`src/rtl/clk_div_meter_pkg.sv`:
```
// Shared types and helpers for the clk_div_meter slice.
// Holds the FSM state encoding, the edge-pulse struct and the period-compare helper.
package clk_div_meter_pkg;

  localparam int CW_DEF = 16;

  typedef enum logic [1:0] {
    S_IDLE  = 2'd0,
    S_ACQ   = 2'd1,
    S_TRACK = 2'd2
  } state_e;

  typedef struct packed {
    logic rise;
    logic fall;
  } edge_t;

  // Unsigned distance between two periods; callers zero-extend to 32 bits.
  function automatic logic [31:0] absdiff(input logic [31:0] a, input logic [31:0] b);
    return (a > b) ? (a - b) : (b - a);
  endfunction

endpackage

```
`src/rtl/sync_edge_det.sv`:
```
// Two-flop synchronizer plus history flop, producing single-cycle rise/fall pulses.
// Usable by any block that needs clean edges from an asynchronous level.
module sync_edge_det
  import clk_div_meter_pkg::*;
(
  input  logic  clk,
  input  logic  rst,
  input  logic  i_sig,
  output edge_t o_edge
);

  // r_pipe[0]/[1] are the synchronizer, r_pipe[2] is the history flop.
  logic [2:0] r_pipe;

  always_ff @(posedge clk) begin
    if (rst) r_pipe <= '0;
    else     r_pipe <= {r_pipe[1:0], i_sig};
  end

  assign o_edge.rise = r_pipe[1] & ~r_pipe[2];
  assign o_edge.fall = ~r_pipe[1] & r_pipe[2];

endmodule

```
`src/rtl/clk_div_meter.sv`:
```
// Measures high/low/period of a slow square wave in clk cycles, with lock
// detection on period stability and a timeout when the input stops toggling.
module clk_div_meter
  import clk_div_meter_pkg::*;
#(
  parameter int CW       = CW_DEF,
  parameter int LOCK_CNT = 4,
  parameter int TOL      = 0,
  parameter int TIMEOUT  = 2**CW - 1
) (
  input  logic          clk,
  input  logic          rst,
  input  logic          sig_in,
  output logic [CW-1:0] high_time,
  output logic [CW-1:0] low_time,
  output logic [CW:0]   period,
  output logic          meas_valid,
  output logic          period_valid,
  output logic          locked,
  output logic          timeout
);

  localparam int            MW   = $clog2(LOCK_CNT + 1);
  localparam logic [CW-1:0] TO_V = CW'(TIMEOUT);
  localparam logic [MW-1:0] LC_V = MW'(LOCK_CNT);

  edge_t          w_edges;
  logic           w_rise;
  logic           w_fall;
  logic           w_edge;
  logic           w_run_max;
  logic           w_meas;
  logic           w_to;
  logic           w_per_upd;
  logic [CW:0]    w_per_new;
  logic [31:0]    w_diff;
  logic           w_match;
  logic [MW-1:0]  w_mcnt_nxt;

  state_e         r_state;
  state_e         w_state_nxt;
  logic [CW-1:0]  r_run;
  logic           r_got_hi;
  logic           r_got_lo;
  logic           r_have_ref;
  logic [CW:0]    r_ref;
  logic [MW-1:0]  r_mcnt;
  logic [CW-1:0]  r_high;
  logic [CW-1:0]  r_low;
  logic [CW:0]    r_period;
  logic           r_meas_vld;
  logic           r_per_vld;
  logic           r_locked;
  logic           r_timeout;

  sync_edge_det u_sync (
    .clk    (clk),
    .rst    (rst),
    .i_sig  (sig_in),
    .o_edge (w_edges)
  );

  assign w_rise    = w_edges.rise;
  assign w_fall    = w_edges.fall;
  assign w_edge    = w_rise | w_fall;
  assign w_run_max = (r_run == TO_V);

  // An edge on the saturating cycle is a valid capture, so it masks the timeout.
  assign w_meas    = w_edge && (r_state != S_IDLE);
  assign w_to      = !w_edge && w_run_max && (r_state != S_IDLE);
  assign w_per_upd = w_rise && (r_state == S_TRACK);

  assign w_per_new = {1'b0, r_high} + {1'b0, r_run};
  assign w_diff    = absdiff(32'(w_per_new), 32'(r_ref));
  assign w_match   = r_have_ref && (w_diff <= 32'(TOL));

  always_comb begin
    w_mcnt_nxt = '0;
    if (w_match) begin
      if (r_mcnt == LC_V) w_mcnt_nxt = r_mcnt;
      else                w_mcnt_nxt = r_mcnt + MW'(1);
    end
  end

  always_ff @(posedge clk) begin
    if (rst) r_state <= S_IDLE;
    else     r_state <= w_state_nxt;
  end

  always_comb begin
    w_state_nxt = r_state;
    unique case (r_state)
      S_IDLE: begin
        if (w_edge) w_state_nxt = S_ACQ;
      end
      S_ACQ: begin
        if (w_edge) begin
          if ((r_got_hi || w_fall) && (r_got_lo || w_rise)) w_state_nxt = S_TRACK;
        end else if (w_run_max) begin
          w_state_nxt = S_IDLE;
        end
      end
      S_TRACK: begin
        if (w_to) w_state_nxt = S_IDLE;
      end
      default: w_state_nxt = S_IDLE;
    endcase
  end

  always_ff @(posedge clk) begin
    if (rst) begin
      r_run      <= '0;
      r_got_hi   <= 1'b0;
      r_got_lo   <= 1'b0;
      r_have_ref <= 1'b0;
      r_ref      <= '0;
      r_mcnt     <= '0;
      r_high     <= '0;
      r_low      <= '0;
      r_period   <= '0;
      r_meas_vld <= 1'b0;
      r_per_vld  <= 1'b0;
      r_locked   <= 1'b0;
      r_timeout  <= 1'b0;
    end else begin
      r_meas_vld <= w_meas;
      r_per_vld  <= w_per_upd;
      r_timeout  <= w_to;

      if (w_edge)          r_run <= CW'(1);
      else if (!w_run_max) r_run <= r_run + CW'(1);

      // Phase-captured flags only matter during acquisition; clear them elsewhere.
      if (r_state == S_ACQ) begin
        if (w_fall) r_got_hi <= 1'b1;
        if (w_rise) r_got_lo <= 1'b1;
      end else begin
        r_got_hi <= 1'b0;
        r_got_lo <= 1'b0;
      end

      if (w_meas && w_fall) r_high <= r_run;
      if (w_meas && w_rise) r_low  <= r_run;

      if (w_to) begin
        r_have_ref <= 1'b0;
        r_mcnt     <= '0;
        r_locked   <= 1'b0;
      end else if (w_per_upd) begin
        r_period   <= w_per_new;
        r_ref      <= w_per_new;
        r_have_ref <= 1'b1;
        r_mcnt     <= w_mcnt_nxt;
        r_locked   <= (w_mcnt_nxt == LC_V);
      end else if (r_state != S_TRACK) begin
        // First period after entering tracking only seeds the reference.
        r_have_ref <= 1'b0;
        r_mcnt     <= '0;
      end
    end
  end

  assign high_time    = r_high;
  assign low_time     = r_low;
  assign period       = r_period;
  assign meas_valid   = r_meas_vld;
  assign period_valid = r_per_vld;
  assign locked       = r_locked;
  assign timeout      = r_timeout;

endmodule

```
`config.mk`:
```
export PLATFORM = sky130hd
export DESIGN_NAME = clk_div_meter
export DESIGN_NICKNAME = d
export VERILOG_FILES = /design/src/rtl/clk_div_meter_pkg.sv /design/src/rtl/sync_edge_det.sv /design/src/rtl/clk_div_meter.sv
export SDC_FILE = /design/constraint.sdc
export NUM_CORES = 1
export LEC_CHECK = 0
export BUFFER_PORTS_ARGS = -buffer_cell sky130_fd_sc_hd__buf_2
export CAP_MARGIN = 20
export CORE_MARGIN = 2
export CORE_UTILIZATION = 50
export DETAILED_ROUTE_END_ITERATION = 12
export PLACE_DENSITY = 0.69
export SYNTH_ARGS = -nofsm -noshare
export SYNTH_HDL_FRONTEND = slang
export SYNTH_SLANG_ARGS = --single-unit
export TNS_END_PERCENT = 5
```
`constraint.sdc`:
```
create_clock -name clk -period 8.1 [get_ports clk]
set_input_delay 0.405 -clock clk [delete_from_list [all_inputs] [get_ports clk]]
set_output_delay 0.405 -clock clk [all_outputs]
set_load 0.005 [all_outputs]
```
==> results.toml <==
[detailed_routing]
routed_wl_mm = 13.12
dr.pass1.iters = 4
drt_drc_violations_left = 0
routedWlPerCell_um = 14.85
vias = 4890
drtIter0Drc = 253
ant_nets = 0
via_per_inst = 5.532

[synth]
synth_top_cell_by_area = "dfxtp_1"
synth_edf_count = 0
ys.flop_type = "dfxtp_1"
netlist_area_um2 = 5336
synth_cell_types = 60
synth_seq_cells = 80
synth_fp_nets = 766
syn_inst = 707
yosysMostFrequentCell = "nand2_1"
async_reset_ff_share_pct = 0
syn_area_per_cell_um2 = 7.548
synth_top_area_share_pct = 30.01
yosysSeqAreaShare_pct = 30.01
netlist_top_cells_area = "dfxtp_1, ha_1, nand2_1"
synth_commonest_cells = "nand2_1, a21oi_1, dfxtp_1"
ys_warn_count = 0

[min_path]
min_from = "sig_in"
hp-class = "in2reg"
min_to = "u_sync.r_pipe[0]$_SDFF_PP0_"
min_path_cells = 2

[clocking]
post_cts_buffers = 0
ctsHoldBuffers = 0
numCtsBuffers = 9
clockRootBuffer = "clkbuf_8"
cts.htree.levels = 3
max-clock-path-buffers = 2
clk_latency_ns = 0.36
cts_tree = "done"
clock_sinks = 80
post_cts_resized = 0
clk_pin_slew_worst_paths_ns = 0.08

[worst_setup_path]
reg2reg_setup_slack_ns = 2.57
r2r_cells = 23
path_common_cell = "a21oi_1"
path_cells = "ha_1 -> fa_1 -> a21o_1 -> a21oi_1 -> o21bai_1 -> a21oi_1 -> o21bai_1 -> a41oi_1 -> a21oi_1 -> a211o_1 -> a21oi_1 -> inv_1 -> ha_1 -> nand3_1 -> nor3_1 -> a2bb2oi_1 -> o2111a_1 -> or2_0 -> or3b_1 -> a32o_1 -> a211oi_2 -> o211ai_1 -> a21oi_1"
cp_max_fo = 8
rr_startpoint = "r_run[0]$_SDFFE_PP0P_"
crit_path_max_incr_delay_ns = 0.42
cp-startpoint = "r_run[0]$_SDFFE_PP0P_"
worst_r2r_endpoint = "r_mcnt[0]$_SDFFE_PP0P_"
start_kind = "flip-flop"
crit_type = "reg2reg"
cpMaxStageDelayCell = "or3b_1"
worstPathArrival_ns = 5.82
cp.required_ns = 8.39
crit_path_end_kind = "flip-flop"

[timing]
drv_slew = 0
fin_setup_tns_ns = 0
worst_slew_pin_slew_ns = 0.9464
rsz0062_at_grt = "no"
fin_crit_ns = 5.528
hold_viol_final = 0
period_share_pct = 68.25
setup_violations = 0
slew-limit-headroom_pct = 36.42
setup_slack_ns = 2.572
fmax_mhz = 180.9
clock_skew_ns = 0.01261

[layout]
area_delta_synth_final_pct = 10.06
drive_gt1_share_pct = 11.10
fin_area_um2 = 5873
fin_nets = 802
n_fill_cell = 988
antenna_cells = 0
finish.utilization_pct = 56.89

[power]
p_leak_nw = 2.573
switchingPower_mw = 0.2046
power_frac_comb_pct = 11.1
swShare_pct = 26.12
clkPwrFrac_pct = 38.0
seq_power_share_pct = 50.9
p_total_mw = 0.7833
ir_drop_mv = 0.1272
cellPowerDensity_nw_per_um2 = 133.4
intPower_mw = 0.5787

[placed_design]
pre_cts_ws_ns = 2.616
routabilityCongestion = 0.9123
portBuffers = 55
dp_hpwl_mm = 10.00
placedInstanceArea_um2 = 5660

[grt]
grt_antenna_before_repair = 0
grt_pass1_vias = 4600
gr-usage-all-layers_pct = 23.93
grt_max_degree = 64
grt_pass1_wl_mm = 22.11
grt-ovfl-total = 0

[floorplan]
io-pin-count = 56
dieWidth_um = 107.3
die_y_um = 107.3
core_um2 = 10320
initial_utilization_pct = 51.69
core.rowCount = 37
dieArea_um2 = 11520

[flow_run]
drv_cap = 0

[status]
status = "finished, final reports clean"
==> worst max-delay path by stage <==
| stage | end | slack [ns] | cells past startpoint |
|---|---|---|---|
| after floorplan | r_mcnt[0]$_SDFFE_PP0P_ | 3.11 | 25 |
| after global placement | r_mcnt[1]$_SDFFE_PP0P_ | 2.77 | 23 |
| after detailed placement | r_mcnt[1]$_SDFFE_PP0P_ | 2.62 | 23 |
| after CTS | r_mcnt[1]$_SDFFE_PP0P_ | 2.60 | 23 |
| after global routing | r_mcnt[0]$_SDFFE_PP0P_ | 1.95 | 23 |
| final | r_mcnt[0]$_SDFFE_PP0P_ | 2.57 | 23 |
==> cell type report <==
class	instances	area [µm²]	area share, %
Clock buffer	11	141.4	2.407
Tap cell	136	170.2	2.897
Clock inverter	5	56.30	0.9587
Multi-Input combinational cell	544	3401	57.90
Sequential cell	80	1602	27.27
Timing Repair Buffer	59	305.3	5.198
Inverter	49	197.7	3.366
==> critical path, delay by kind of cell, from the launching register on <==
kind,cells,cell delay (ns)
fa+ha+maj,3,1.00
simple gates,4,1.05
buf+inv,1,0.07
flops,1,0.37
compound gates,15,2.96
==> sequential cells by signal (all words and copies together), names as in the netlist <==
name and count:
high_time 16, r_have_ref 1, r_got_hi 1, period_valid 1
r_mcnt 3, meas_valid 1, timeout 1, r_got_lo 1
low_time 16, period 17, locked 1, r_run 16
u_sync.r_pipe 3, r_state 2
==> per-stage QoR <==
stage          cells  hold slack (ns)
6_report         884           0.2605
3_3_place_gp     866           0.4168
2_1_floorplan    707           0.4138
5_1_grt          884           0.2831
3_5_place_dp     866           0.4275
4_1_cts          882           0.2420
==> power groups by stage <==
stage / Combinational [mW] / Sequential (mW) / Clock (mW)
after CTS: 0.0855 / 0.399 / 0.304
after detailed placement: 0.0851 / 0.408 / 0
after global routing: 0.0963 / 0.399 / 0.318
final: 0.0869 / 0.399 / 0.298
after global placement: 0.0833 / 0.408 / 0
after floorplan: 0.0683 / 0.407 / 0
==> metal layers <==
metal / up-vias / global-route usage (%) / routed length, µm
met5: - / 0 / 0
li1: 2498 / - / -
met4: 0 / 9.647 / 321
met1: 2269 / 30.99 / 6198
met2: 100 / 40.10 / 6198
met3: 23 / 3.269 / 405
==> logic make-up (layout without fill, tap and decap cells) <==
family | after synthesis | in the layout | share of synthesized area (%)
muxes | 3 | 3 | 0.5627
and+or+nand+nor | 276 | 276 | 23.59
buffers and inverters | 83 | 124 | 6.260
adders and majority gates | 56 | 56 | 13.27
xor gates and xnor gates | 34 | 34 | 5.580
AOI/OAI and AO/OA | 175 | 175 | 20.73
DFF | 80 | 80 | 30.01
==> layout by cell type (no fill, tap or decap), types with 15 or more instances in the layout <==
cell type,n
dfxtp_1,80
buf_2,55
ha_1,55
nor3_1,15
xor2_1,19
nand3_1,23
xnor2_1,15
a21oi_1,90
nand2_1,122
inv_1,48
nor2_1,53
Power figures use the tool's default switching activity.
